[src/rtl/itype_pkg.sv]
// -----------------------------------------------------------------------------
// itype_pkg
// Shared types and helpers for the I-type execute/writeback slice.
//   XLEN, NREGS, REG_AW : datapath width, register count, register index width
//   alu_op_t            : internal op encoding derived from decoder enables
//   onehot_to_op()      : one-hot enables -> op plus malformed-enable flag
//   sext12()            : 12-bit immediate sign extension to XLEN
// -----------------------------------------------------------------------------
package itype_pkg;

  localparam int XLEN   = 32;
  localparam int NREGS  = 32;
  localparam int REG_AW = 5;

  typedef enum logic [2:0] {
    OP_NONE = 3'd0,
    OP_ADDI = 3'd1,
    OP_XORI = 3'd2,
    OP_ORI  = 3'd3,
    OP_ANDI = 3'd4,
    OP_SLLI = 3'd5,
    OP_SRLI = 3'd6,
    OP_SRAI = 3'd7
  } alu_op_t;

  typedef struct packed {
    alu_op_t op;
    logic    illegal;
  } op_dec_t;

  // en bit order: {srai, srli, slli, andi, ori, xori, addi}.
  // All-zero is a bubble (not illegal); two or more set bits is illegal.
  function automatic op_dec_t onehot_to_op(input logic [6:0] en);
    op_dec_t d;
    d.illegal = 1'b0;
    case (en)
      7'b0000000: d.op = OP_NONE;
      7'b0000001: d.op = OP_ADDI;
      7'b0000010: d.op = OP_XORI;
      7'b0000100: d.op = OP_ORI;
      7'b0001000: d.op = OP_ANDI;
      7'b0010000: d.op = OP_SLLI;
      7'b0100000: d.op = OP_SRLI;
      7'b1000000: d.op = OP_SRAI;
      default: begin
        d.op      = OP_NONE;
        d.illegal = 1'b1;
      end
    endcase
    return d;
  endfunction

  function automatic logic [XLEN-1:0] sext12(input logic [11:0] imm);
    return {{(XLEN-12){imm[11]}}, imm};
  endfunction

endpackage

[src/rtl/itype_regfile.sv]
// -----------------------------------------------------------------------------
// itype_regfile
// NREGS x XLEN integer register file, x0 hardwired to zero.
//   clk, reset        : clock, synchronous active-high clear of all entries
//   raddr_i / rdata_o : combinational read port (x0 reads zero)
//   we_i, waddr_i,
//   wdata_i           : synchronous write port (writes to x0 are dropped)
// -----------------------------------------------------------------------------
module itype_regfile
  import itype_pkg::*;
(
  input  logic              clk,
  input  logic              reset,
  input  logic [REG_AW-1:0] raddr_i,
  output logic [XLEN-1:0]   rdata_o,
  input  logic              we_i,
  input  logic [REG_AW-1:0] waddr_i,
  input  logic [XLEN-1:0]   wdata_i
);

  logic [XLEN-1:0] mem_q [NREGS];

  // Storage update: reset clears every entry and takes priority over a write.
  always_ff @(posedge clk) begin
    if (reset) begin
      for (int i = 0; i < NREGS; i++) begin
        mem_q[i] <= '0;
      end
    end else if (we_i && (waddr_i != '0)) begin
      mem_q[waddr_i] <= wdata_i;
    end
  end

  assign rdata_o = (raddr_i == '0) ? '0 : mem_q[raddr_i];

endmodule

[src/rtl/itype_exec_unit.sv]
// -----------------------------------------------------------------------------
// itype_exec_unit
// Two-stage execute/writeback for ADDI/XORI/ORI/ANDI/SLLI/SRLI/SRAI.
//   clk, reset        : clock, synchronous active-high reset
//   *_en              : one-hot op select from the decoder
//   rs1, rd, imm      : source index, destination index, raw 12-bit immediate
//   rd_en, wr_en      : instruction valid, instruction writes rd
//   alu_result, result_valid, result_rd : registered E2 result
//   illegal_op        : one-cycle pulse for malformed (multi-hot) enables
// Build option: ITYPE_EXEC_FWD_EN enables E1/E2 -> operand A forwarding;
// without it operand A comes from the register file only.
// -----------------------------------------------------------------------------
module itype_exec_unit
  import itype_pkg::*;
(
  input  logic              clk,
  input  logic              reset,
  input  logic              addi_en,
  input  logic              xori_en,
  input  logic              ori_en,
  input  logic              andi_en,
  input  logic              slli_en,
  input  logic              srli_en,
  input  logic              srai_en,
  input  logic [REG_AW-1:0] rs1,
  input  logic [REG_AW-1:0] rd,
  input  logic              rd_en,
  input  logic              wr_en,
  input  logic [11:0]       imm,
  output logic [XLEN-1:0]   alu_result,
  output logic              result_valid,
  output logic [REG_AW-1:0] result_rd,
  output logic              illegal_op
);

  op_dec_t         dec_s;
  logic            accept_s;
  logic [XLEN-1:0] rf_rdata_s;
  logic [XLEN-1:0] opa_d;
  logic [XLEN-1:0] alu_out_s;

  // E1 stage
  logic              e1_valid_q;
  alu_op_t           e1_op_q;
  logic [XLEN-1:0]   e1_a_q;
  logic [XLEN-1:0]   e1_imm_q;
  logic [REG_AW-1:0] e1_rd_q;
  logic              e1_wr_q;

  // E2 stage
  logic [XLEN-1:0]   e2_result_q;
  logic              e2_valid_q;
  logic [REG_AW-1:0] e2_rd_q;
  logic              e2_wr_q;
  logic              illegal_q;

  assign dec_s    = onehot_to_op({srai_en, srli_en, slli_en, andi_en,
                                  ori_en, xori_en, addi_en});
  assign accept_s = rd_en && !dec_s.illegal && (dec_s.op != OP_NONE);

  itype_regfile u_rf (
    .clk     (clk),
    .reset   (reset),
    .raddr_i (rs1),
    .rdata_o (rf_rdata_s),
    .we_i    (e2_valid_q && e2_wr_q),
    .waddr_i (e2_rd_q),
    .wdata_i (e2_result_q)
  );

  // Operand A select: x0, then youngest in-flight producer, then RF.
  always_comb begin
    opa_d = rf_rdata_s;
    if (rs1 == '0) begin
      opa_d = '0;
`ifdef ITYPE_EXEC_FWD_EN
    end else if (e1_valid_q && e1_wr_q && (e1_rd_q == rs1)) begin
      opa_d = alu_out_s;
    end else if (e2_valid_q && e2_wr_q && (e2_rd_q == rs1)) begin
      opa_d = e2_result_q;
`endif
    end else begin
      opa_d = rf_rdata_s;
    end
  end

  // E1 ALU; shifts use only imm[4:0].
  always_comb begin
    alu_out_s = '0;
    case (e1_op_q)
      OP_ADDI: alu_out_s = e1_a_q + e1_imm_q;
      OP_XORI: alu_out_s = e1_a_q ^ e1_imm_q;
      OP_ORI:  alu_out_s = e1_a_q | e1_imm_q;
      OP_ANDI: alu_out_s = e1_a_q & e1_imm_q;
      OP_SLLI: alu_out_s = e1_a_q << e1_imm_q[4:0];
      OP_SRLI: alu_out_s = e1_a_q >> e1_imm_q[4:0];
      OP_SRAI: alu_out_s = $unsigned($signed(e1_a_q) >>> e1_imm_q[4:0]);
      default: alu_out_s = '0;
    endcase
  end

  // Pipeline registers; reset discards in-flight ops.
  always_ff @(posedge clk) begin
    if (reset) begin
      e1_valid_q  <= 1'b0;
      e1_op_q     <= OP_NONE;
      e1_a_q      <= '0;
      e1_imm_q    <= '0;
      e1_rd_q     <= '0;
      e1_wr_q     <= 1'b0;
      e2_result_q <= '0;
      e2_valid_q  <= 1'b0;
      e2_rd_q     <= '0;
      e2_wr_q     <= 1'b0;
      illegal_q   <= 1'b0;
    end else begin
      e1_valid_q  <= accept_s;
      e1_op_q     <= accept_s ? dec_s.op : OP_NONE;
      e1_a_q      <= opa_d;
      e1_imm_q    <= sext12(imm);
      e1_rd_q     <= rd;
      e1_wr_q     <= accept_s && wr_en;
      e2_result_q <= e1_valid_q ? alu_out_s : '0;
      e2_valid_q  <= e1_valid_q;
      e2_rd_q     <= e1_valid_q ? e1_rd_q : '0;
      e2_wr_q     <= e1_valid_q && e1_wr_q;
      illegal_q   <= rd_en && dec_s.illegal;
    end
  end

  assign alu_result   = e2_result_q;
  assign result_valid = e2_valid_q;
  assign result_rd    = e2_rd_q;
  assign illegal_op   = illegal_q;

endmodule

[config.mk]
export PLATFORM = sky130hd
export DESIGN_NAME = itype_exec_unit
export DESIGN_NICKNAME = d
export VERILOG_FILES = /design/src/rtl/itype_pkg.sv /design/src/rtl/itype_regfile.sv /design/src/rtl/itype_exec_unit.sv
export SDC_FILE = /design/constraint.sdc
export NUM_CORES = 2
export LEC_CHECK = 0
export CORE_MARGIN = 2
export CORE_UTILIZATION = 45
export DETAILED_ROUTE_END_ITERATION = 12
export DONT_BUFFER_PORTS = 1
export MAX_ROUTING_LAYER = met4
export PLACE_DENSITY = 0.73
export SLEW_MARGIN = 20
export SYNTH_ARGS = -nofsm -noshare
export SYNTH_HDL_FRONTEND = slang
export SYNTH_SLANG_ARGS = --single-unit
[constraint.sdc]
create_clock -name clk -period 4.6 [get_ports clk]
set_input_delay 1.15 -clock clk [delete_from_list [all_inputs] [get_ports clk]]
set_output_delay 1.15 -clock clk [all_outputs]
set_load 0.005 [all_outputs]
==> impl_metrics.toml <==
[setup_path]
worstPathMaxFanout = 7
worst-endpoint-arrival_ps = 4060
worstSetupEndpointType = "flop"
critPathKind = "reg2reg"
startpoint_type = "flop"
crit_required_ps = 5270

[layout]
final_cell_count_no_fill = 6049
drive_gt1_share_pct = 14.33
nFillCells = 10340
syn2layout_area_growth_pct = 11.07
fin_nets = 4411
final_core_util_pct = 50.21

[detailed_routing]
wl_um = 171300
wl_per_cell_um = 28.32
dr.pass1.iters = 6
post-route-drc-count = 0
viasPerCell = 6.159
drtAntennaViolNets = 0
drtIter0Drc = 4747
vias = 37260

[die]
die_y_um = 355.7
die_x_um = 355.7
core_area_mm2 = 0.1232
ioPinCount = 72
row_count = 129
die-area_mm2 = 0.1265
initial_core_util_pct = 45.21

[placed_design]
dpl.hpwl_um = 107300
place.gp.congestion = 0.9703
placedCellCount = 5834
port_buffers = 0

[timing]
holdWs_ps = 423.2
finalSetupTns_ps = 0
fmax_ghz = 0.2946
fin_skew_ps = 32.97
rsz0062_at_grt = "no"
setup_viol = 0
drv_slew = 0
fin_crit_sh_pct = 73.79
hold_viol = 0
maxSlewHeadroom_pct = 2.121
tightestPinTransition_ps = 1468
period_minus_slack_ps = 3395

[clock_network]
cts_buffers = 113
clk_pin_slew_ps = 70
ctsResizeCount = 0
cts_sinks = 1118
cts_tree = "done"
post_cts.repair.setup_buffers = 0
h-tree-depth = 3
cts-root-buf = "clkbuf_16"
insertion_delay_ps = 720
ctsLongestPathBuffers = 3
postCtsHoldBufs = 0

[yosys]
synth_area_per_cell_um2 = 12.58
async_flop_share_pct = 0
netlist_area_mm2 = 0.05567
synth_cells = 4427
synth-seq-cells = 1118
synth_edf_count = 1024
ys_warn_count = 0
synth-main-ff-cell = "edfxtp_1"
ys_seq_area_share_pct = 58.61
synth_cell_types = 73

[status]
outcome = "finished, final reports clean"

[pwr]
ir_drop_mv = 0.2984
power.leakage_nw = 22.24
p_per_area_mw_per_mm2 = 372.7

[worst_hold_path]
min-delay-path-class = "reg2reg"

[grt]
grt_use_total_pct = 27.49
grt_max_degree = 386
grt_pass1_vias = 36640
antenna_found_initial = 6
grt_overflow = 0
grt_pass1_wl_um = 249700

[run]
drv_cap = 0
==> layout by cell type (no fill, tap or decap), types with 15 or more instances in the layout <==
cell and count:
edfxtp_1 1024, and2_1 1004, mux2i_1 263, a21oi_1 250
nor2_1 174, mux4_2 141, buf_4 135, clkbuf_16 120
o21ai_0 112, nand2_1 98, o22ai_1 90, dfxtp_1 88
mux2_2 82, o221ai_1 77, ha_1 65, nor3_1 60
inv_1 50, o21ai_1 36, a22oi_1 33, conb_1 32
o21ai_4 31, nor2_2 31, nand3_1 26, clkbuf_1 26
nor2b_1 23, mux2_1 23, a31oi_1 20, a211oi_1 20
xor2_1 17, clkinv_2 17, o211ai_1 16, buf_12 15
==> cell usage after synthesis, types with 16 or more instances <==
cell type | number | area share [%]
mux4_2 | 141 | 5.7
nor2_1 | 205 | 1.4
o21ai_1 | 36 | 0.32
nand2_1 | 98 | 0.66
nor2b_1 | 26 | 0.29
o22ai_1 | 90 | 1.0
nand3_1 | 26 | 0.23
buf_1 | 21 | 0.14
mux2_2 | 82 | 1.7
nor3_1 | 60 | 0.54
edfxtp_1 | 1024 | 55
o21ai_0 | 143 | 1.3
ha_1 | 65 | 1.5
a211oi_1 | 20 | 0.27
a31oi_1 | 20 | 0.22
a21oi_1 | 250 | 2.2
xor2_1 | 17 | 0.27
o221ai_1 | 77 | 1.2
mux2i_1 | 263 | 4.7
o211ai_1 | 16 | 0.22
and2_1 | 1004 | 11
inv_1 | 52 | 0.35
a22oi_1 | 33 | 0.45
clkbuf_1 | 331 | 2.2
dfxtp_1 | 94 | 3.4
mux2_1 | 23 | 0.47
buf_2 | 49 | 0.44
==> cells by family after synthesis <==
logic type      count (synthesis)  synth area share (%)
buf+inv                       466                 3.335
compound gates                762                 8.442
simple gates                 1476                 15.08
flops                        1118                 58.61
mux                           510                 12.58
fa+ha+maj                      66                 1.497
xor+xnor                       28                0.4405
other cells                     1              0.006736
==> per-stage QoR <==
stage	setup slack [ps]	power (W)	area, um2
after floorplan	98.90	0.01312	55790
final	1205	0.02305	61840
after global placement	1155	0.01362	57980
after global routing	1031	0.02359	61830
after detailed placement	1183	0.01366	57980
after CTS	1182	0.02306	61830
==> final timing paths <==
| kind | startpoint | endpoint | slack, ps | cells past startpoint |
|---|---|---|---|---|
| min | e1_rd_q[0]$_SDFF_PP0_ | result_rd[0]$_SDFF_PP0_ | 420 | 1 |
| max | e1_a_q[3]$_SDFF_PP0_ | alu_result[27]$_SDFF_PP0_ | 1210 | 10 |
| min reg2reg | e1_rd_q[0]$_SDFF_PP0_ | result_rd[0]$_SDFF_PP0_ | 420 | 1 |
| max reg2reg | e1_a_q[3]$_SDFF_PP0_ | alu_result[27]$_SDFF_PP0_ | 1210 | 10 |
==> report_power, final <==
| part | internal (W) | switching (W) | total (W) |
|---|---|---|---|
| registers | 0.0115 | 0.000217 | 0.0117 |
| logic | 0.000696 | 0.00111 | 0.00181 |
| clock network | 0.00553 | 0.00402 | 0.00955 |
==> area by class of cell <==
cell class,count,area [um2],area share (%)
Antenna cell,3,7.507,0.01214
Tap cell,1637,2048,3.312
Sequential cell,1118,32640,52.79
Inverter,55,206.4,0.3339
Multi-Input combinational cell,2874,21780,35.22
Clock inverter,56,621.8,1.006
Clock buffer,156,3221,5.208
Timing Repair Buffer,150,1314,2.125
==> state kept, by name, indices dropped and copies added (netlist names) <==
register      cells
e2_wr_q           1
e1_valid_q        1
illegal_op        1
result_rd         5
e1_op_q           3
e1_imm_q         12
alu_result       32
result_valid      1
e1_a_q           32
u_rf.mem_q     1024
e1_wr_q           1
e1_rd_q           5
==> routing by layer <==
layer | wire, um | track usage (%) | up-vias | part of all wire (%)
met5 | 0 | - | - | 0
met4 | 6795 | 9.848 | 0 | 4.0
met3 | 17650 | 5.977 | 412 | 10
met2 | 80060 | 42.61 | 2143 | 47
met1 | 66800 | 35.70 | 18690 | 39
li1 | - | - | 16010 | -
==> critical path, cell delays in order, from the launching register on <==
cell and delay, ps:
dfxtp_1 680, inv_1 220, ha_1 440, o211ai_1 110, o21bai_1 360, o2111a_1 300, nor3_2 110, o41ai_4 430
a21oi_1 170, or4_1 420, nand3_1 90
Power figures use the tool's default switching activity.
